===== src/rtl/alu_pkg.sv =====
// alu_pkg: opcodes, FSM states and the single-cycle result/flag function shared by alu_mc.
package alu_pkg;
  localparam int MAXW = 64;
  typedef logic [MAXW:0] wide_t;
  typedef enum logic [3:0] {
    OP_ADD, OP_SUB, OP_AND, OP_OR, OP_XOR, OP_GT, OP_SHL1A, OP_SHL1B,
    OP_SHLV, OP_SHRV, OP_MUL, OP_ADDC
  } op_t;
  typedef enum logic [1:0] {S_IDLE, S_BUSY, S_DONE} state_t;
  typedef struct packed {
    logic [MAXW-1:0] r;
    logic z, n, c, v;
  } res_t;
  function automatic logic bit_at(input wide_t x, input int unsigned i);
    return ((x >> i) & wide_t'(1)) != '0;
  endfunction
  // Operands are zero-extended to MAXW; w selects the live width so any WIDTH <= MAXW works.
  function automatic res_t alu_single(input logic [3:0] op, input logic [MAXW-1:0] a, b,
                                      input logic cin, input int unsigned w);
    wide_t m, x, y, s, r;
    logic sa, sb, sr;
    res_t o;
    o = '0;
    m = (wide_t'(1) << w) - wide_t'(1);
    x = {1'b0, a} & m;
    y = {1'b0, b} & m;
    sa = bit_at(x, w - 1);
    sb = bit_at(y, w - 1);
    case (op)
      OP_SUB:   begin s = x - y; o.c = x < y; end
      OP_AND:   s = x & y;
      OP_OR:    s = x | y;
      OP_XOR:   s = x ^ y;
      OP_GT:    s = wide_t'(x > y);
      OP_SHL1A: begin s = x << 1; o.c = sa; end
      OP_SHL1B: begin s = y << 1; o.c = sb; end
      OP_SHLV, OP_SHRV: s = x;
      OP_ADDC:  begin s = x + y + wide_t'(cin); o.c = bit_at(s, w); end
      default:  begin s = x + y; o.c = bit_at(s, w); end
    endcase
    r = s & m;
    sr = bit_at(r, w - 1);
    o.v = (op == OP_SUB) ? (sa != sb && sr != sa) :
          (op inside {OP_AND, OP_OR, OP_XOR, OP_GT, OP_SHL1A, OP_SHL1B, OP_SHLV, OP_SHRV}) ? 1'b0 :
          (sa == sb && sr != sa);
    o.r = r[MAXW-1:0];
    o.z = r == '0;
    o.n = sr;
    return o;
  endfunction
endpackage


===== src/rtl/alu_iter.sv =====
// alu_iter: one-bit-per-cycle variable shift and shift-add multiply engine.
module alu_iter import alu_pkg::*; #(
  parameter int WIDTH = 8,
  parameter bit MUL_EN = 1,
  parameter int KW = $clog2(WIDTH)
) (
  input  logic             clk,
  input  logic             rst_n,
  input  logic             start,
  input  logic [3:0]       op,
  input  logic [WIDTH-1:0] a,
  input  logic [WIDTH-1:0] b,
  input  logic [KW-1:0]    k,
  output logic             done,
  output logic [WIDTH-1:0] result,
  output logic             c
);
  localparam int CW = KW + 1;
  logic [2*WIDTH-1:0] acc, acc_n;
  logic [WIDTH-1:0] mcand;
  logic [CW-1:0] cnt;
  logic [WIDTH:0] sum;
  logic mul, left, mul_op;
  assign mul_op = MUL_EN && op == OP_MUL;
  // Multiply keeps the partial product in the high half and consumes multiplier bits from the low half.
  always_comb begin
    sum = {1'b0, acc[2*WIDTH-1:WIDTH]} + {1'b0, (acc[0] ? mcand : {WIDTH{1'b0}})};
    acc_n = mul ? {sum, acc[WIDTH-1:1]} :
            left ? {acc[2*WIDTH-1:WIDTH], acc[WIDTH-2:0], 1'b0} :
                   {acc[2*WIDTH-1:WIDTH], 1'b0, acc[WIDTH-1:1]};
    c = mul ? |acc_n[2*WIDTH-1:WIDTH] : left ? acc[WIDTH-1] : acc[0];
  end
  assign result = acc_n[WIDTH-1:0];
  assign done = cnt == CW'(1);
  always_ff @(posedge clk or negedge rst_n) begin
    if (!rst_n) begin
      acc <= '0;
      mcand <= '0;
      cnt <= '0;
      mul <= 1'b0;
      left <= 1'b0;
    end else if (start) begin
      acc <= {{WIDTH{1'b0}}, (mul_op ? b : a)};
      mcand <= a;
      mul <= mul_op;
      left <= op == OP_SHLV;
      cnt <= mul_op ? CW'(WIDTH) : CW'(k);
    end else if (cnt != '0) begin
      acc <= acc_n;
      cnt <= cnt - CW'(1);
    end
  end
endmodule


===== src/rtl/alu_mc.sv =====
// alu_mc: multi-cycle ALU with valid/ready handshakes, registered flags and persistent carry.
module alu_mc import alu_pkg::*; #(
  parameter int WIDTH = 8,
  parameter bit MUL_EN = 1
) (
  input  logic             clk,
  input  logic             rst_n,
  input  logic             in_valid,
  output logic             in_ready,
  input  logic [3:0]       op,
  input  logic [WIDTH-1:0] a,
  input  logic [WIDTH-1:0] b,
  output logic             out_valid,
  input  logic             out_ready,
  output logic [WIDTH-1:0] result,
  output logic             flag_z,
  output logic             flag_n,
  output logic             flag_c,
  output logic             flag_v
);
  localparam int KW = $clog2(WIDTH);
  state_t st;
  logic [3:0] op_e;
  logic [KW-1:0] k;
  logic go_busy, accept, writes_c, it_done, it_c, carry_q, unused_r;
  logic [WIDTH-1:0] it_res;
  res_t f;
  assign k = b[KW-1:0];
  assign op_e = (op > 4'd11 || (!MUL_EN && op == OP_MUL)) ? OP_ADD : op;
  assign go_busy = op_e == OP_MUL || ((op_e == OP_SHLV || op_e == OP_SHRV) && k != '0);
  assign writes_c = op_e == OP_ADD || op_e == OP_SUB || op_e == OP_ADDC;
  assign accept = st == S_IDLE && in_valid;
  assign in_ready = st == S_IDLE;
  assign out_valid = st == S_DONE;
  always_comb f = alu_single(op_e, MAXW'(a), MAXW'(b), carry_q, WIDTH);
  assign unused_r = ^f.r;
  alu_iter #(.WIDTH(WIDTH), .MUL_EN(MUL_EN)) u_iter (
    .clk(clk), .rst_n(rst_n), .start(accept && go_busy), .op(op_e), .a(a), .b(b), .k(k),
    .done(it_done), .result(it_res), .c(it_c)
  );
  always_ff @(posedge clk or negedge rst_n) begin
    if (!rst_n) begin
      st <= S_IDLE;
      result <= '0;
      {flag_z, flag_n, flag_c, flag_v} <= '0;
      carry_q <= 1'b0;
    end else if (accept) begin
      st <= go_busy ? S_BUSY : S_DONE;
      if (!go_busy) begin
        result <= f.r[WIDTH-1:0];
        {flag_z, flag_n, flag_c, flag_v} <= {f.z, f.n, f.c, f.v};
        if (writes_c) carry_q <= f.c;
      end
    end else if (st == S_BUSY && it_done) begin
      st <= S_DONE;
      result <= it_res;
      {flag_z, flag_n, flag_c, flag_v} <= {it_res == '0, it_res[WIDTH-1], it_c, 1'b0};
    end else if (st == S_DONE && out_ready) begin
      st <= S_IDLE;
    end
  end
endmodule


===== config.mk =====
export PLATFORM = sky130hd
export DESIGN_NAME = alu_mc
export DESIGN_NICKNAME = d
export VERILOG_FILES = /design/src/rtl/alu_pkg.sv /design/src/rtl/alu_iter.sv /design/src/rtl/alu_mc.sv
export SDC_FILE = /design/constraint.sdc
export NUM_CORES = 1
export LEC_CHECK = 0
export ABC_AREA = 0
export CAP_MARGIN = 20
export CORE_UTILIZATION = 29
export DETAILED_ROUTE_END_ITERATION = 16
export PLACE_DENSITY = 0.53
export SLEW_MARGIN = 0
export SYNTH_ARGS = -nofsm -noshare
export SYNTH_HDL_FRONTEND = slang
export SYNTH_SLANG_ARGS = --single-unit

===== constraint.sdc =====
create_clock -name clk -period 4.6 [get_ports clk]
set_input_delay 0.92 -clock clk [delete_from_list [all_inputs] [get_ports clk]]
set_output_delay 0.92 -clock clk [all_outputs]
set_load 0.02 [all_outputs]

==> results.sh <==
export IMPL_power_density_nw_per_um2=496.4
export IMPL_insertion_delay_ns=0.29
export IMPL_rsz0062_at_grt="false"
export IMPL_clockBufferDepth=2
export IMPL_grt_pass1_vias=3837
export IMPL_portBuffers=37
export IMPL_dp_slack_ns=0.2818
export IMPL_overflow=0
export IMPL_cell_internal_pwr_mw=1.456
export IMPL_p_clk_share_pct=17.0
export IMPL_critPathKind="primary input to flop"
export IMPL_hold_class="flop to flop"
export IMPL_final_nets=619
export IMPL_yosysWarnings=0
export IMPL_switching_share_pct=42.45
export IMPL_cts_inserted_buffers=5
export IMPL_worstHoldStart="result[1]"
export IMPL_row_count=44
export IMPL_combinationalPowerShare_pct=54.6
export IMPL_vias_per_cell=5.510
export IMPL_firstDrtPassIters=5
export IMPL_place_hpwl_um=10930
export IMPL_slew_viol_final=0
export IMPL_clk_pin_slew_ns=0.06
export IMPL_n_antenna_cell=0
export IMPL_setup_worst_path_start_class="primary input"
export IMPL_grt_pass1_wl_um=21480
export IMPL_crit_arrival_ns=4.36
export IMPL_tightest_slew_ns=1.030
export IMPL_yosysSeqAreaShare_pct=25.54
export IMPL_io_pins=38
export IMPL_syn_avg_cell_area_um2=8.308
export IMPL_synthesis_area_um2=4312
export IMPL_fp_dieW_um=123.9
export IMPL_clock_sinks=44
export IMPL_die_area_um2=15360
export IMPL_synthFlopType="dfrtp_1"
export IMPL_drc=0
export IMPL_hold_viol=0
export IMPL_cts_resized=0
export IMPL_irDropWorstVdd_mv=0.2036
export IMPL_die_h_um=123.9
export IMPL_routed_wl_um=14070
export IMPL_relSlewSlack_pct=31.22
export IMPL_post_cts_buffers=0
export IMPL_outcome="complete, no violations"
export IMPL_synth_edf_count=0
export IMPL_layout_commonest_cell="nor2_1"
export IMPL_grt_max_degree=45
export IMPL_whs_ns=0.4841
export IMPL_antenna_found_initial=0
export IMPL_ys_ff_latch=44
export IMPL_drt_wirelength_per_cell_um=19.09
export IMPL_setup_tns_ns=0
export IMPL_synthDistinctLibCells=79
export IMPL_htree_levels=2
export IMPL_finalCriticalPeriod_ns=4.134
export IMPL_synth_async_reset_ratio_pct=100.0
export IMPL_skew_ns=0.006812
export IMPL_grtUsageTotal_pct=18.41
export IMPL_r2r_start="u_iter.acc[0]"
export IMPL_cp_startpoint="b[0]"
export IMPL_dr_first_iter_drc_count=328
export IMPL_max_freq_mhz=241.9
export IMPL_place_congestion=0.9336
export IMPL_power_leakage_nw=2.164
export IMPL_nFillCells=1548
export IMPL_final_antenna_net_count=0
export IMPL_setup_slack_ns=0.4661
export IMPL_max_cap_violations=0
export IMPL_setup_viol=0
export IMPL_critPathMaxFanout=6
export IMPL_crit_required_ns=4.83
export IMPL_syn_inst=519
export IMPL_hold_buffers=0
export IMPL_cts_tree="yes"
export IMPL_syn_to_final_growth_pct=18.20
export IMPL_coreArea_um2=14530
export IMPL_layout_common_cells="nor2_1, a21oi_1, dfrtp_1, nand2_1, ha_1"
export IMPL_synth_nets=586
export IMPL_drive_gt1_share_pct=10.13
export IMPL_endpoint_kind="flop"
export IMPL_start_util_pct=29.67
export IMPL_fin_crit_sh_pct=89.87
export IMPL_num_vias=4061
export IMPL_p_sw_mw=1.074
export IMPL_power_frac_seq_pct=28.4
export IMPL_cts_root_buf="clkbuf_16"
## Yosys cell counts, types with 4 or more instances
cell type,number,area share (%)
a211oi_1,10,1.7
a21o_1,8,1.4
a21oi_1,45,5.2
a221o_1,7,1.6
and2_1,10,1.5
buf_2,9,1.0
clkbuf_1,12,1.0
dfrtp_1,44,26
ha_1,40,12
inv_1,29,2.5
mux2_2,7,1.8
mux2i_1,11,2.6
nand2_1,42,3.7
nand2b_1,9,1.3
nand3_1,19,2.2
nor2_1,51,4.4
nor2b_1,9,1.3
nor3_1,8,0.93
nor4_1,4,0.58
o2111ai_1,5,1.0
o21ai_0,25,2.9
o21ai_1,4,0.46
o21bai_1,4,0.70
o221ai_1,7,1.4
xnor2_1,12,2.4
xor2_1,5,1.0
## cells by family after synthesis
| group | synth area share, % |
|---|---|
| simple gates | 21.88 |
| compound gates | 24.72 |
| buf+inv | 5.861 |
| flops | 25.54 |
| fa+ha+maj | 13.00 |
| mux | 5.166 |
| xor+xnor | 3.831 |
## layout make-up
class | count | area (um^2) | area share, %
inverters | 29 | 108.9 | 2.136
clock inverters | 2 | 38.79 | 0.7611
repair buffers | 54 | 518.0 | 10.16
clock buffers | 6 | 138.9 | 2.725
well taps | 184 | 230.2 | 4.518
multi-input cells | 418 | 2960 | 58.09
flip-flops and latches | 44 | 1101 | 21.61
## registers in the layout, summed over array words and instances, names as in the netlist
name / cells
u_iter.mul: 1
flag_z: 1
carry_q: 1
flag_c: 1
result: 8
u_iter.left: 1
u_iter.mcand: 8
flag_v: 1
u_iter.cnt: 4
u_iter.acc: 16
st: 2
## critical path: stages
cell and delay [ns]:
clkdlybuf4s50_1 0.58, ha_1 0.36, fa_1 0.51, a211oi_4 0.32
o21ai_2 0.13, a211oi_4 0.29, nand4_1 0.14, xor2_1 0.18
a221oi_2 0.51, and4bb_1 0.28, a21o_1 0.12
## routing by layer
layer / track usage (%) / vias to the layer above / share of wire (%)
met5: 0 / - / 0
met4: 4.464 / 0 / 1.1
met3: 2.747 / 17 / 6.1
met2: 30.24 / 145 / 47
met1: 25.20 / 1962 / 46
li1: - / 1937 / -
## per-stage QoR
step / cell area, um^2 / power [mW] / std cells / utilization [%]
detailed placement: 4898 / 2.096 / 728 / 33.70
floorplan: 4312 / 1.666 / 519 / -
finish: 5096 / 2.530 / 737 / 35.06
global placement: 4898 / 2.062 / 728 / 33.70
global route: 5096 / 2.711 / 737 / 35.06
CTS: 5076 / 2.537 / 736 / 34.93
## path summary, 6_finish.rpt
| kind | to | slack, ns | cells after the start |
|---|---|---|---|
| min in group asynchronous | u_iter.acc[8] | 0.53 | 1 |
| max in group asynchronous | u_iter.cnt[0] | 3.58 | 2 |
| worst max register to register | flag_c | 1.40 | 11 |
| worst max-delay path | flag_z | 0.47 | 11 |
| worst min register to register | result[1] | 0.48 | 1 |
| worst min-delay path | result[1] | 0.48 | 1 |
## power by group through the flow
stage | Combinational (mW) | Sequential (mW) | Clock, mW
floorplan | 0.938 | 0.729 | 0
global placement | 1.35 | 0.717 | 0
detailed placement | 1.37 | 0.729 | 0
CTS | 1.38 | 0.722 | 0.438
global route | 1.51 | 0.747 | 0.450
finish | 1.38 | 0.720 | 0.429
No activity file was read; power rests on OpenSTA's default activity.
